`src/rtl/seq_det_pkg.sv`:
```
// Shared definitions for the hit logger: default sizes and the record layout.
// A record is {first, gap}, with the gap field starting at bit 0.
package seq_det_pkg;
  localparam int GAP_W_DEF = 8;
  localparam int TOT_W_DEF = 16;
  localparam int DEPTH_DEF = 4;
  localparam int GAP_LSB   = 0;
  localparam int REC_W     = GAP_W_DEF + 1;
  localparam int FIRST_BIT = GAP_LSB + GAP_W_DEF;

  function automatic int rec_width(input int gap_w);
    return gap_w + 1;
  endfunction
endpackage

```
`src/rtl/seq_rec_fifo.sv`:
```
// First-word-fall-through record FIFO. An extra pointer MSB tells full from empty.
// The head word reads as zero while the FIFO is empty.
module seq_rec_fifo
  import seq_det_pkg::*;
#(
  parameter int WIDTH = REC_W,
  parameter int DEPTH = DEPTH_DEF
) (
  input  logic             clk,
  input  logic             reset,
  input  logic             flush,
  input  logic             push,
  input  logic             pop,
  input  logic [WIDTH-1:0] wr_data,
  output logic [WIDTH-1:0] rd_data,
  output logic             full,
  output logic             empty
);
  localparam int AW = $clog2(DEPTH);

  logic [WIDTH-1:0] mem [DEPTH];
  logic [AW:0]      wr_ptr, rd_ptr;
  logic             do_push, do_pop;

  assign empty   = (wr_ptr == rd_ptr);
  assign full    = (wr_ptr[AW] != rd_ptr[AW]) && (wr_ptr[AW-1:0] == rd_ptr[AW-1:0]);
  assign do_pop  = pop & ~empty;
  // Writing while full is only legal when the head slot is freed in the same cycle.
  assign do_push = push & (~full | do_pop);
  assign rd_data = empty ? '0 : mem[rd_ptr[AW-1:0]];

  always_ff @(posedge clk or negedge reset) begin
    if (!reset) begin
      wr_ptr <= '0;
      rd_ptr <= '0;
    end else if (flush) begin
      wr_ptr <= '0;
      rd_ptr <= '0;
    end else begin
      if (do_push) wr_ptr <= wr_ptr + (AW+1)'(1);
      if (do_pop)  rd_ptr <= rd_ptr + (AW+1)'(1);
    end
  end

  always_ff @(posedge clk) begin
    if (do_push && !flush) mem[wr_ptr[AW-1:0]] <= wr_data;
  end
endmodule

```
`src/rtl/seq_hit_logger.sv`:
```
// Timestamps detector hits as saturating gaps, queues them for a valid/ready
// consumer, and keeps a running hit total plus a sticky drop flag.
module seq_hit_logger
  import seq_det_pkg::*;
#(
  parameter int GAP_W = GAP_W_DEF,
  parameter int TOT_W = TOT_W_DEF,
  parameter int DEPTH = DEPTH_DEF
) (
  input  logic             clk,
  input  logic             reset,
  input  logic             z,
  input  logic             en,
  input  logic             clear,
  output logic             rec_valid,
  input  logic             rec_ready,
  output logic [GAP_W-1:0] rec_gap,
  output logic             rec_first,
  output logic [TOT_W-1:0] total,
  output logic             overflow
);
  localparam int RW = rec_width(GAP_W);
  localparam int FB = GAP_LSB + GAP_W;
  localparam logic [GAP_W-1:0] GAP_MAX = '1;

  logic [GAP_W-1:0] gap_cnt, gap_inc;
  logic             first_pend;
  logic             hit, pop, push, drop, full, empty;
  logic [RW-1:0]    wr_rec, head_rec;

  assign gap_inc   = (gap_cnt == GAP_MAX) ? GAP_MAX : gap_cnt + GAP_W'(1);
  assign hit       = z & en & ~clear;
  assign pop       = rec_valid & rec_ready & ~clear;
  assign push      = hit & (~full | pop);
  assign drop      = hit & full & ~pop;
  assign wr_rec    = {first_pend, gap_inc};
  assign rec_valid = ~empty;
  assign rec_gap   = head_rec[GAP_LSB +: GAP_W];
  assign rec_first = head_rec[FB];

  seq_rec_fifo #(.WIDTH(RW), .DEPTH(DEPTH)) u_fifo (
    .clk     (clk),
    .reset   (reset),
    .flush   (clear),
    .push    (push),
    .pop     (pop),
    .wr_data (wr_rec),
    .rd_data (head_rec),
    .full    (full),
    .empty   (empty)
  );

  always_ff @(posedge clk or negedge reset) begin
    if (!reset) begin
      gap_cnt    <= '0;
      first_pend <= 1'b1;
      total      <= '0;
      overflow   <= 1'b0;
    end else if (clear) begin
      gap_cnt    <= '0;
      first_pend <= 1'b1;
      total      <= '0;
      overflow   <= 1'b0;
    end else begin
      // With en low the gap counter freezes so disabled time is not counted.
      if (en)   gap_cnt    <= hit ? '0 : gap_inc;
      if (hit)  first_pend <= 1'b0;
      if (hit)  total      <= total + TOT_W'(1);
      if (drop) overflow   <= 1'b1;
    end
  end
endmodule

```
`config.mk`:
```
export PLATFORM = sky130hd
export DESIGN_NAME = seq_hit_logger
export DESIGN_NICKNAME = d
export VERILOG_FILES = /design/src/rtl/seq_det_pkg.sv /design/src/rtl/seq_rec_fifo.sv /design/src/rtl/seq_hit_logger.sv
export SDC_FILE = /design/constraint.sdc
export NUM_CORES = 1
export LEC_CHECK = 0
export CORE_ASPECT_RATIO = 0.9
export CORE_MARGIN = 2
export CORE_UTILIZATION = 60
export DETAILED_ROUTE_END_ITERATION = 8
export HOLD_SLACK_MARGIN = 0.08
export PLACE_DENSITY = 0.88
export SLEW_MARGIN = 20
export SYNTH_ARGS = -nofsm -noshare
export SYNTH_HDL_FRONTEND = slang
export SYNTH_SLANG_ARGS = --single-unit
```
`constraint.sdc`:
```
create_clock -name clk -period 4.7 [get_ports clk]
set_clock_uncertainty 0.15 [all_clocks]
set_input_delay 0.705 -clock clk [delete_from_list [all_inputs] [get_ports clk]]
set_output_delay 0.705 -clock clk [all_outputs]
set_load 0.02 [all_outputs]
```
==> results.ini <==
[clock_tree]
cts_root_buf = clkbuf_8
clock_latency_ns = 0.34
cts_made_buffers = 9
cts.clk_slew.worst_paths_ns = 0.07
cts.htree.levels = 3
cts_buffer_depth = 2
post_cts_resized = 0
cts_hold_buffers = 0
cts_sinks = 68
post_cts_buffers = 0
cts_tree = done

[timing]
min_period_ns = 3.466
hold_violations = 0
tightest_slew_ns = 1.044
whs_ns = 0.3743
setup_tns_ns = 0
relSlewSlack = 0.3019
finalMaxSlewViolations = 0
fmax_mhz = 288.5
setup_viol = 0
fin_crit_sh = 0.7374
rsz0062_at_grt = false

[synth]
syn_inst = 252
synthArstFlopShare = 0.4706
syn_area_per_cell_sq_um = 12.58
yosysWarnings = 0
seq_area_frac_synth = 0.5939
synth_top_area_share = 0.3410
synth_flop_cell = edfxtp_1
synthTopCellsByArea = edfxtp_1 (34%), dfrtp_1 (24%), mux4_2 (6.4%)
ys_types = 43
synth.most_common_cell = edfxtp_1
ys_seq_elements = 68
synth_fp_nets = 265
synth_area_sq_um = 3171
yosysTopAreaCell = edfxtp_1
netlist_top_cells_count = edfxtp_1 (36), dfrtp_1 (31), nor2_1 (22)
synth_edf_count = 36

[hold_path]
hold_class = reg2reg
hold_end = overflow$_DFFE_PN0P_
hold_path_startpoint = overflow$_DFFE_PN0P_
min_delay_path_depth = 2

[outcome]
outcome = finished clean

[finish]
n_antenna_cell = 0
final_area_sq_um = 3717
fin_cells = 360
syn2layout_area_growth_pct = 17.25
nets = 301
layout-drive-gt1-share = 0.1024
seqCellArea_sq_um = 1883
multi_input_area_sq_um = 1211
fillers = 368

[die]
die_w_um = 80.63
coreArea_sq_um = 5161
die_area_sq_um = 5882
rows = 25
start_util = 0.6143
ioPinCount = 33
die_y_um = 72.96

[power]
ir_drop_uv = 169.7
powerDensity_nw_per_um2 = 329.7
p_leak_nw = 1.386

[placement]
dpl.cell_count = 344
io_buffer_count = 32
place_congestion = 0.7673
dpl_cell_area_sq_um = 3558
hpwlAfterDp_mm = 4.201

[detailed_routing]
ant_nets = 0
firstDrtPassIters = 4
initialDrtViolationCount = 192
wl_per_cell_um = 16.96
finalWirelength_mm = 6.104
vias = 2114
vias_per_cell = 5.872
drc_errors = 0

[worst_setup_path]
slowest_stage = dfrtp_1
path_cells = xor2_1 -> nor3_1 -> buf_4 -> nor2b_1 -> clkdlybuf4s50_1
r2r_end = u_fifo.mem[1][1]$_DFFE_PP_
crit_arrival_ns = 2.61
crit_type = reg2out
crit-reg2reg-launch = u_fifo.rd_ptr[0]$_DFFE_PN0P_
start_kind = flip-flop
reg2regPathDepth = 4
critPathCaptureType = output port
required_ns = 3.85
reg2reg_slack_ns = 2.16
critPathMaxStageDelay_ns = 0.79
worstPathMaxFanout = 12

[global_routing]
gr-usage-all-layers = 0.2327
grt_pass1_vias = 2089
grt_max_degree = 33
grt_pass1_wl_mm = 9.963
overflow = 0
grt_antenna_before_repair = 0

[job]
drv_cap = 0

## sequential cells by signal, indices dropped and copies added, names as in the netlist
register and flops:
overflow 1, first_pend 1, u_fifo.rd_ptr 3, gap_cnt 8, u_fifo.mem 36, total 16, u_fifo.wr_ptr 3
## per-stage QoR
step                      total power [mW]  utilization  setup slack [ns]
after floorplan                     0.7694            -             2.278
after detailed placement            0.8432       0.6895             1.563
after CTS                            1.234       0.7202             1.186
after global routing                 1.272       0.7202             1.050
after global placement              0.8365       0.6895             1.675
final                                1.226       0.7202             1.234
## cell families (layout without fill, tap and decap cells)
group	count (synthesis)	after routing	synth area share
and+or+nand+nor	91	91	0.1535
buffers and inverters	20	61	0.02407
DFF	68	68	0.5939
adders and majority gates	7	7	0.02762
muxes	11	11	0.07024
AOI/OAI and AO/OA	35	35	0.07538
xor gates and xnor gates	20	20	0.05525
## cells in the final DEF (no fill, tap or decap), types with 2 or more instances in the layout
cell             instances
nor4_1                   5
edfxtp_1                36
nor2b_1                  9
nand4_1                  4
mux4_2                   9
nor3_1                   8
dfrtp_1                 31
o21a_1                   2
or3_1                    2
and4_1                   2
clkdlybuf4s50_1         32
buf_4                    3
nand2_1                 16
mux2i_1                  2
o31ai_1                  2
nor2_1                  22
clkinv_1                 3
and3_1                   3
clkbuf_8                 9
o21ai_0                  8
clkinvlp_4               2
a21oi_1                 12
nand3_1                  7
inv_1                   10
and2_1                   4
xnor2_1                 13
ha_1                     7
xor2_1                   7
a22o_1                   4
## where the power goes
part	internal, mW	total [mW]	switching, mW
clock	0.185	0.397	0.212
sequential	0.635	0.655	0.0193
combinational	0.0848	0.174	0.0888
## layout make-up
cell class,instances,share of cell area
flip-flops and latches,68,0.5066
multi-input cells,164,0.3258
repair buffers,35,0.09222
clock buffers,10,0.03433
well taps,67,0.02255
inverters,10,0.01010
clock inverters,6,0.008415
## worst max path at each step
stage,slack (ns),depth (start not counted),to,start
after floorplan,2.28,4,u_fifo.mem[3][0]$_DFFE_PP_,en
after global placement,1.67,5,u_fifo.mem[2][2]$_DFFE_PP_,en
after detailed placement,1.56,5,rec_gap[1],u_fifo.rd_ptr[0]$_DFFE_PN0P_
after CTS,1.19,5,rec_gap[1],u_fifo.rd_ptr[0]$_DFFE_PN0P_
after global routing,1.05,5,rec_gap[5],u_fifo.rd_ptr[0]$_DFFE_PN0P_
final,1.23,5,rec_gap[1],u_fifo.rd_ptr[0]$_DFFE_PN0P_
## worst max-delay path, delay by kind of cell (launching register included)
kind | cells | cell delay [ns]
XOR/XNOR | 1 | 0.42
buffers and inverters | 2 | 0.81
AND/OR/NAND/NOR | 2 | 0.24
flip-flops | 1 | 0.79
## metal layers
metal	vias to the layer above	track usage	part of all wire	routed length [um]
met5	-	0	0	0
met1	1069	0.3158	0.45	2727
met3	14	0.03960	0.025	153
met2	43	0.3657	0.51	3089
met4	0	0.1224	0.022	134
li1	988	-	-	-
Note: power is estimated with default switching activity, not from simulation.
